<file path="config.mk">
export PLATFORM = sky130hd
export DESIGN_NAME = mul_booth_pp_gen
export DESIGN_NICKNAME = d
export VERILOG_FILES = /design/src/rtl/mul_pkg.sv /design/src/rtl/booth_pp_sel.sv /design/src/rtl/mul_booth_pp_gen.sv
export SDC_FILE = /design/constraint.sdc
export NUM_CORES = 2
export LEC_CHECK = 0
export CAP_MARGIN = 20
export CORE_AREA = 2 2 512 514
export DETAILED_ROUTE_END_ITERATION = 12
export DIE_AREA = 0 0 514 516
export PLACE_DENSITY_LB_ADDON = 0.08
export SLEW_MARGIN = 20
export SYNTH_ARGS = -nofsm -noshare
export SYNTH_HDL_FRONTEND = slang
export SYNTH_SLANG_ARGS = --single-unit
</file>
<file path="constraint.sdc">
create_clock -name clk -period 3.5 [get_ports clk]
set_clock_uncertainty 0.15 [all_clocks]
set_input_delay 0.35 -clock clk [delete_from_list [all_inputs] [get_ports clk]]
set_output_delay 0.35 -clock clk [all_outputs]
set_load 0.05 [all_outputs]
</file>
<file path="src/rtl/mul_pkg.sv">
// Shared types for the Booth multiplier front end.
// Operand encodings, widths and the Booth select decode.
package mul_pkg;

  localparam int XLEN   = 32;
  localparam int MUL_N  = 68;
  localparam int PP_NUM = 17;

  localparam logic [1:0] MUL_OP_MUL    = 2'b00;
  localparam logic [1:0] MUL_OP_MULH   = 2'b01;
  localparam logic [1:0] MUL_OP_MULHSU = 2'b10;
  localparam logic [1:0] MUL_OP_MULHU  = 2'b11;

  typedef enum logic [2:0] {
    BS_ZERO,
    BS_POS1,
    BS_POS2,
    BS_NEG1,
    BS_NEG2
  } booth_sel_e;

  // Radix-4 recode of {b[2i+1], b[2i], b[2i-1]}
  function automatic booth_sel_e booth_decode(
    input logic [2:0] grp
  );
    booth_sel_e sel;
    unique case (grp)
      3'b001, 3'b010: sel = BS_POS1;
      3'b011:         sel = BS_POS2;
      3'b100:         sel = BS_NEG2;
      3'b101, 3'b110: sel = BS_NEG1;
      default:        sel = BS_ZERO;
    endcase
    return sel;
  endfunction

endpackage

</file>
<file path="src/rtl/booth_pp_sel.sv">
// One Booth group: picks 0, +-A or +-2A, sign-extended to N bits.
// Negatives are one's complement; the +1 goes in sign_comp.
module booth_pp_sel
  import mul_pkg::*;
#(
  parameter int AW = XLEN + 1,
  parameter int N  = MUL_N
) (
  input  logic [2:0]    i_grp,
  input  logic [AW-1:0] i_a,
  output logic [N-1:0]  o_pp,
  output logic          o_neg
);

  booth_sel_e   w_sel;
  logic [N-1:0] w_a1;
  logic [N-1:0] w_a2;

  assign w_sel = booth_decode(i_grp);
  assign w_a1  = {{(N-AW){i_a[AW-1]}}, i_a};
  assign w_a2  = {w_a1[N-2:0], 1'b0};

  // select the multiple; zero group yields no negation flag
  always_comb begin
    o_pp  = '0;
    o_neg = 1'b0;
    unique case (w_sel)
      BS_POS1: o_pp = w_a1;
      BS_POS2: o_pp = w_a2;
      BS_NEG1: begin
        o_pp  = ~w_a1;
        o_neg = 1'b1;
      end
      BS_NEG2: begin
        o_pp  = ~w_a2;
        o_neg = 1'b1;
      end
      default: o_pp = '0;
    endcase
  end

endmodule

</file>
<file path="src/rtl/mul_booth_pp_gen.sv">
// Radix-4 Booth partial-product generator, two register stages.
// S1 captures extended operands, S2 holds decoded pp + comp.
module mul_booth_pp_gen #(
  parameter int XLEN   = mul_pkg::XLEN,
  parameter int N      = mul_pkg::MUL_N,
  parameter int PP_NUM = mul_pkg::PP_NUM
) (
  input  logic                  clk,
  input  logic                  rst,
  input  logic                  flush,
  input  logic                  in_valid,
  output logic                  in_ready,
  input  logic [1:0]            in_op,
  input  logic [XLEN-1:0]       in_rs1,
  input  logic [XLEN-1:0]       in_rs2,
  output logic                  out_valid,
  input  logic                  out_ready,
  output logic [1:0]            out_op,
  output logic [PP_NUM*N-1:0]   out_pp,
  output logic [N-1:0]          out_sign_comp
);

  import mul_pkg::*;

  localparam int BW = XLEN + 2;

  if (PP_NUM != (XLEN + 2) / 2 || N < 2 * XLEN + 2) begin : g_bad_cfg
    $error("mul_booth_pp_gen: bad PP_NUM/N for XLEN");
  end

  logic                r_s1_valid;
  logic [XLEN:0]       r_a;
  logic [BW-1:0]       r_b;
  logic [1:0]          r_op;

  logic                w_s2_adv;
  logic                w_s1_adv;
  logic                w_accept;
  logic                w_sa;
  logic                w_sb;
  logic [BW:0]         w_bx;
  logic [N-1:0]        w_raw [PP_NUM];
  logic [PP_NUM-1:0]   w_neg;
  logic [PP_NUM*N-1:0] w_pp;
  logic [N-1:0]        w_comp;

  assign w_s2_adv = !out_valid | out_ready;
  assign w_s1_adv = r_s1_valid & w_s2_adv;
  assign in_ready = !r_s1_valid | w_s2_adv;
  assign w_accept = in_valid & in_ready;

  assign w_sa = (in_op != MUL_OP_MULHU);
  assign w_sb = (in_op == MUL_OP_MUL) | (in_op == MUL_OP_MULH);

  assign w_bx = {r_b, 1'b0};

  for (genvar gi = 0; gi < PP_NUM; gi++) begin : g_pp
    booth_pp_sel #(
      .AW (XLEN + 1),
      .N  (N)
    ) u_sel (
      .i_grp (w_bx[2*gi +: 3]),
      .i_a   (r_a),
      .o_pp  (w_raw[gi]),
      .o_neg (w_neg[gi])
    );
    assign w_pp[gi*N +: N] = w_raw[gi] << (2 * gi);
  end

  // one correction bit at the LSB weight of each negative group
  always_comb begin
    w_comp = '0;
    for (int i = 0; i < PP_NUM; i++) begin
      w_comp[2*i] = w_neg[i];
    end
  end

  // S1 occupancy; flush wins over a same-cycle accept
  always_ff @(posedge clk) begin
    if (rst) begin
      r_s1_valid <= 1'b0;
    end else if (flush) begin
      r_s1_valid <= 1'b0;
    end else if (w_accept) begin
      r_s1_valid <= 1'b1;
    end else if (w_s1_adv) begin
      r_s1_valid <= 1'b0;
    end
  end

  // S1 operand capture with sign extension per op
  always_ff @(posedge clk) begin
    if (w_accept && !flush) begin
      r_a  <= {in_rs1[XLEN-1] & w_sa, in_rs1};
      r_b  <= {{2{in_rs2[XLEN-1] & w_sb}}, in_rs2};
      r_op <= in_op;
    end
  end

  // S2 output register; holds while stalled
  always_ff @(posedge clk) begin
    if (rst) begin
      out_valid     <= 1'b0;
      out_pp        <= '0;
      out_sign_comp <= '0;
      out_op        <= MUL_OP_MUL;
    end else if (flush) begin
      out_valid <= 1'b0;
    end else if (w_s2_adv) begin
      out_valid <= r_s1_valid;
      if (r_s1_valid) begin
        out_pp        <= w_pp;
        out_sign_comp <= w_comp;
        out_op        <= r_op;
      end
    end
  end

endmodule

</file>
# ---- Word level (Yosys, flattened, before mapping)
# Index checks and enable logic that the tools add are counted.
dict set report op_classes {
  eq_ne 169
  n_mux 53
  n_bitwise 10
  reduce_logical 57
}
# operator n
set op_table {}
lappend op_table {{one-hot mux 68 bit (4 select lines)} 1}
lappend op_table {{one-hot mux 66 bit (4 select lines)} 1}
lappend op_table {{one-hot mux 64 bit (4 select lines)} 1}
lappend op_table {{one-hot mux 62 bit (4 select lines)} 1}
lappend op_table {{one-hot mux 60 bit (4 select lines)} 1}
lappend op_table {{one-hot mux 58 bit (4 select lines)} 1}
lappend op_table {{one-hot mux 56 bit (4 select lines)} 1}
lappend op_table {{one-hot mux 54 bit (4 select lines)} 1}
lappend op_table {{one-hot mux 52 bit (4 select lines)} 1}
lappend op_table {{one-hot mux 50 bit (4 select lines)} 1}
lappend op_table {{equality test 3 x 2 -> 1 bit (second input constant)} 66}
lappend op_table {{equality test 3 bit (second input constant)} 65}
lappend op_table {{one-hot mux 3 bit (4 select lines)} 16}
lappend op_table {{one-hot mux 48 bit (4 select lines)} 1}
lappend op_table {{one-hot mux 46 bit (4 select lines)} 1}
lappend op_table {{one-hot mux 44 bit (4 select lines)} 1}
lappend op_table {{one-hot mux 42 bit (4 select lines)} 1}
lappend op_table {{one-hot mux 40 bit (4 select lines)} 1}
lappend op_table {{one-hot mux 38 bit (4 select lines)} 1}
lappend op_table {{one-hot mux 36 bit (4 select lines)} 1}
lappend op_table {{NOT 68 bit} 2}
lappend op_table {{OR reduction 2 bit} 50}
lappend op_table {{equality test 3 x 1 -> 1 bit (second input constant)} 33}
lappend op_table {{2-to-1 mux 1 bit} 19}
lappend op_table {{12 further kinds} 21}
dict set report totals {
  ff_bits 973
  inputBits 71
  out_inout_bits 1228
  word_cells 297
}

# ---- Depth between registers and ports, before layout
dict set report logic_depth {
  depth_word 6
  mapped_depth 8
  mapped_depth_nobuf 5
}

# ---- Modules after synthesis
# From an unflattened synthesis, not the netlist that was laid out.
dict set report unflattened {
  hier_cells 7718
  area_unflattened_um2 73355.4
}
# mod instances cells_per_inst area_each_um2 seq_area_each_um2
set modules_own_cells {}
lappend modules_own_cells {mul_booth_pp_gen 1 4318 45491.1 20159.3}
lappend modules_own_cells {booth_pp_sel 17 200 1639.1 0.0}

# ---- Least setup slack after synthesis
# OpenSTA, ideal clock, no wires.
dict set report synth_path {
  path_type {register to register}
  startpoint {register out_valid}
  endpoint {register r_a[0] (enable)}
  setup_time_ns 0.434
  arrival_ns 2.961
  t_required_ns 2.916
  slack_ns -0.045
  stages_incl_launch_ff 5
  n_path_buf 1
  synth_period_minus_slack_ns 3.545
  path_cell_list {dfxtp_1 > nor2b_1 > buf_2 > nand2_1 > and3b_1}
}
dict set report synth_via {
  elab_chain_cells 5
}
# element line
set synth_lines {}
lappend synth_lines {{start, declared} mul_booth_pp_gen.sv:16} ;# output logic out_valid,
lappend synth_lines {{start signal, assigned} mul_booth_pp_gen.sv:110} ;# out_valid <= r_s1_valid;
lappend synth_lines {{zero test 1 bit} mul_booth_pp_gen.sv:47} ;# assign w_s2_adv = !out_valid | out_ready;
lappend synth_lines {{OR 1 bit} mul_booth_pp_gen.sv:47}
lappend synth_lines {{OR 1 bit} mul_booth_pp_gen.sv:49} ;# assign in_ready = !r_s1_valid | w_s2_adv;
lappend synth_lines {{via in_ready} mul_booth_pp_gen.sv:12} ;# output logic in_ready,
lappend synth_lines {{bitwise AND 1 bit} mul_booth_pp_gen.sv:50} ;# assign w_accept = in_valid & in_ready;
lappend synth_lines {{logical AND 1 bit} mul_booth_pp_gen.sv:93} ;# if (w_accept && !flush) begin
lappend synth_lines {{end signal, assigned} mul_booth_pp_gen.sv:94} ;# r_a <= {in_rs1[XLEN-1] & w_sa, in_rs1};
lappend synth_lines {{end, declared} mul_booth_pp_gen.sv:32} ;# logic [XLEN:0] r_a;
# The timed path passes the listed nets, and every way through them passes these cells.
# A chain may end at the register's enable or synchronous reset.

==> results.json <==
{
  "status": "finished, final reports clean",
  "cts_buffers": 97,
  "async_flop_share_pct": 0,
  "synthFlopType": "dfxtp_1",
  "drv_slew": 0,
  "routed_via_density": 4.48,
  "htreeDepth": 3,
  "postRouteAntennaNets": 0,
  "yosys_register_bits": 667,
  "cellPowerDensity_nw_per_um2": 442,
  "routabilityCongestion": 0.739,
  "critical_path_class": "reg -> out",
  "power.total_uw": 25200,
  "die-area_um2": 265000,
  "cp_top_family": "buffers and inverters",
  "arrival_ns": 2.60,
  "cts_resized": 0,
  "grt_max_degree": 103,
  "finalSetupViolCount": 0,
  "fmax_ghz": 0.323,
  "ctsRootBufferMaster": "clkbuf_16",
  "cp.required_ns": 3.00,
  "totalWireLength_mm": 233,
  "synth-edff-count": 68,
  "port_buffers": 975,
  "yosys_warnings": 0,
  "crit_fanout": 22,
  "cts.clk_slew.worst_paths_ns": 0.06,
  "crit_chain": "clkdlybuf4s50_1",
  "dpl.hpwl_mm": 161,
  "crit_buf_inv": 1,
  "start_kind": "flop",
  "antenna_found_initial": 13,
  "grt_pass1_wl_mm": 313,
  "cpMaxStageDelayCell": "clkdlybuf4s50_1",
  "cp-end-kind": "primary output",
  "grt_util_all_layers_pct": 16.6,
  "ys_types": 46,
  "drv_cap": 0,
  "start_util_pct": 16.5,
  "drive_gt1_share_pct": 9.28,
  "synth.cell_area_um2": 42900,
  "clkLatencyLatePin_ns": 0.74,
  "drt-initial-drc-count": 2675,
  "tightest_slew_ns": 1.17,
  "post-cts-setup-buffers": 0,
  "cts.sinks": 667,
  "fp-row-count": 187,
  "min_period_ns": 3.10,
  "syn_avg_cell_area_um2": 9.46,
  "rsz0062_at_grt": "no",
  "hold_viol": 0,
  "hp-class": "in -> reg",
  "max_stage_delay_ns": 0.96,
  "vdd_drop_max_v": 0.000337,
  "p_leak_uw": 0.0181,
  "syn2layout_area_growth_pct": 32.7,
  "overflow": 0,
  "wl_per_cell_um": 27.9,
  "die_y_um": 516,
  "cts.path.max_buffers": 3,
  "fill_cells": 27800,
  "coreArea_um2": 259000,
  "nets": 4927,
  "drtPass1Iterations": 5,
  "relSlewSlack_pct": 22.0,
  "vias": 37400,
  "die_w_um": 514,
  "grt_pass1_vias": 35000,
  "finalSetupTns_ns": 0,
  "io_pins": 1299,
  "drcViolationCount": 0,
  "ys_seq_area_share_pct": 32.7,
  "cts_tree": "yes",
  "period_share_pct": 88.6,
  "synthCells": 4533
}
-- state kept, by name, indices dropped and copies added (netlist names) --
register and cells:
r_s1_valid 1, out_valid 1, out_sign_comp 17, r_a 33, r_op 2, out_pp 578, r_b 33, out_op 2
-- cell families after synthesis --
kind of cell / synth area share [%]
AOI/OAI and AO/OA: 24.1
buffers and inverters: 19.2
DFF: 32.7
xor gates and xnor gates: 10.5
and+or+nand+nor: 11.3
other: 0.00874
adders and majority gates: 0.0875
muxes: 1.99
-- cell type report --
class | count | area [um^2] | area share, %
well taps | 3402 | 4260 | 7.48
flip-flops and latches | 667 | 14000 | 24.7
clock inverters | 29 | 430 | 0.756
repair buffers | 1238 | 12700 | 22.3
diodes | 4 | 10.0 | 0.0176
multi-input cells | 2747 | 22300 | 39.1
clock buffers | 151 | 2890 | 5.07
inverters | 102 | 383 | 0.673
-- cells in the mapped netlist (3+ instances only) --
| cell | number | share of area, % |
|---|---|---|
| nand3_1 | 22 | 0.26 |
| or3_1 | 3 | 0.044 |
| nand4_1 | 33 | 0.48 |
| xnor2_1 | 12 | 0.25 |
| o2111ai_1 | 6 | 0.12 |
| o32ai_1 | 99 | 2.0 |
| a311oi_1 | 3 | 0.061 |
| clkbuf_1 | 380 | 3.3 |
| dfxtp_1 | 599 | 28 |
| a21boi_1 | 10 | 0.18 |
| a21oi_1 | 74 | 0.86 |
| inv_1 | 102 | 0.89 |
| buf_4 | 658 | 12 |
| and3b_1 | 16 | 0.33 |
| a221oi_1 | 480 | 9.8 |
| a32o_1 | 12 | 0.28 |
| nor2b_1 | 6 | 0.088 |
| xor2_2 | 7 | 0.27 |
| buf_2 | 284 | 3.3 |
| o21ai_0 | 70 | 0.82 |
| a21boi_0 | 6 | 0.11 |
| a22oi_1 | 32 | 0.56 |
| o21ba_2 | 12 | 0.28 |
| edfxtp_1 | 68 | 4.8 |
| o2bb2ai_1 | 416 | 8.5 |
| buf_1 | 14 | 0.12 |
| nand2b_1 | 5 | 0.073 |
| nor4b_1 | 480 | 9.8 |
| xor2_1 | 489 | 10 |
| buf_6 | 3 | 0.079 |
| a211oi_1 | 14 | 0.25 |
| mux2i_1 | 48 | 1.1 |
| o2111ai_2 | 7 | 0.25 |
| mux2_2 | 33 | 0.87 |
| nand2_1 | 17 | 0.15 |
| ha_1 | 3 | 0.088 |
-- per-stage QoR --
| stage | instances | area, um^2 | hold slack (ns) | setup slack (ns) | util [%] |
|---|---|---|---|---|---|
| after detailed placement | 8107 | 53000 | 0.296 | 0.541 | 20.5 |
| after floorplan | 4855 | 44100 | 0.279 | 0.701 | - |
| after CTS | 8332 | 56800 | 0.00210 | 0.266 | 21.9 |
| final | 8340 | 56900 | 0.0805 | 0.400 | 22.0 |
| after global placement | 8107 | 53000 | 0.296 | 0.571 | 20.5 |
| after global routing | 8337 | 56900 | 0.0496 | 0.281 | 22.0 |
-- report_power, final --
part	switching, uW	total [uW]	internal, uW
Sequential	252	8150	7900
Combinational	4540	6470	1930
Clock	4240	10600	6320
Total	9040	25200	16100
-- cell usage in the layout (no fill, tap or decap), types with 101 or more instances in the layout --
cell             netlist  layout
xor2_1               489     481
a221oi_1             480     480
dfxtp_1              599     598
buf_4                658     156
clkdlybuf4s50_1        0     973
clkbuf_16              0     101
nor4b_1              480     480
o2bb2ai_1            416     416
conb_1                 1     323
inv_1                102     102
-- path summary, 6_finish.rpt --
path	from	cells past startpoint	endpoint	slack, ns
setup reg to reg	r_b[13]	5	out_pp[514]	0.83
setup / recovery	out_pp[543]	1	out_pp[526]	0.40
hold reg to reg	out_pp[797]	2	out_pp[797]	0.30
hold / removal	in_rs2[25]	1	r_b[25]	0.08
-- layer usage --
layer,part of all wire (%),track usage [%]
met5,0.013,0
met4,3.6,6.10
met1,45,22.4
met2,46,26.8
met3,4.7,2.41
-- what timing repair did --
| action | 4_1_cts | 5_1_grt |
|---|---|---|
| hold endpoints to repair | 51 | 0 |
| setup endpoints to repair | 0 | 0 |
| hold buffers | 45 | 0 |
Note: power is estimated with default switching activity, not from simulation.
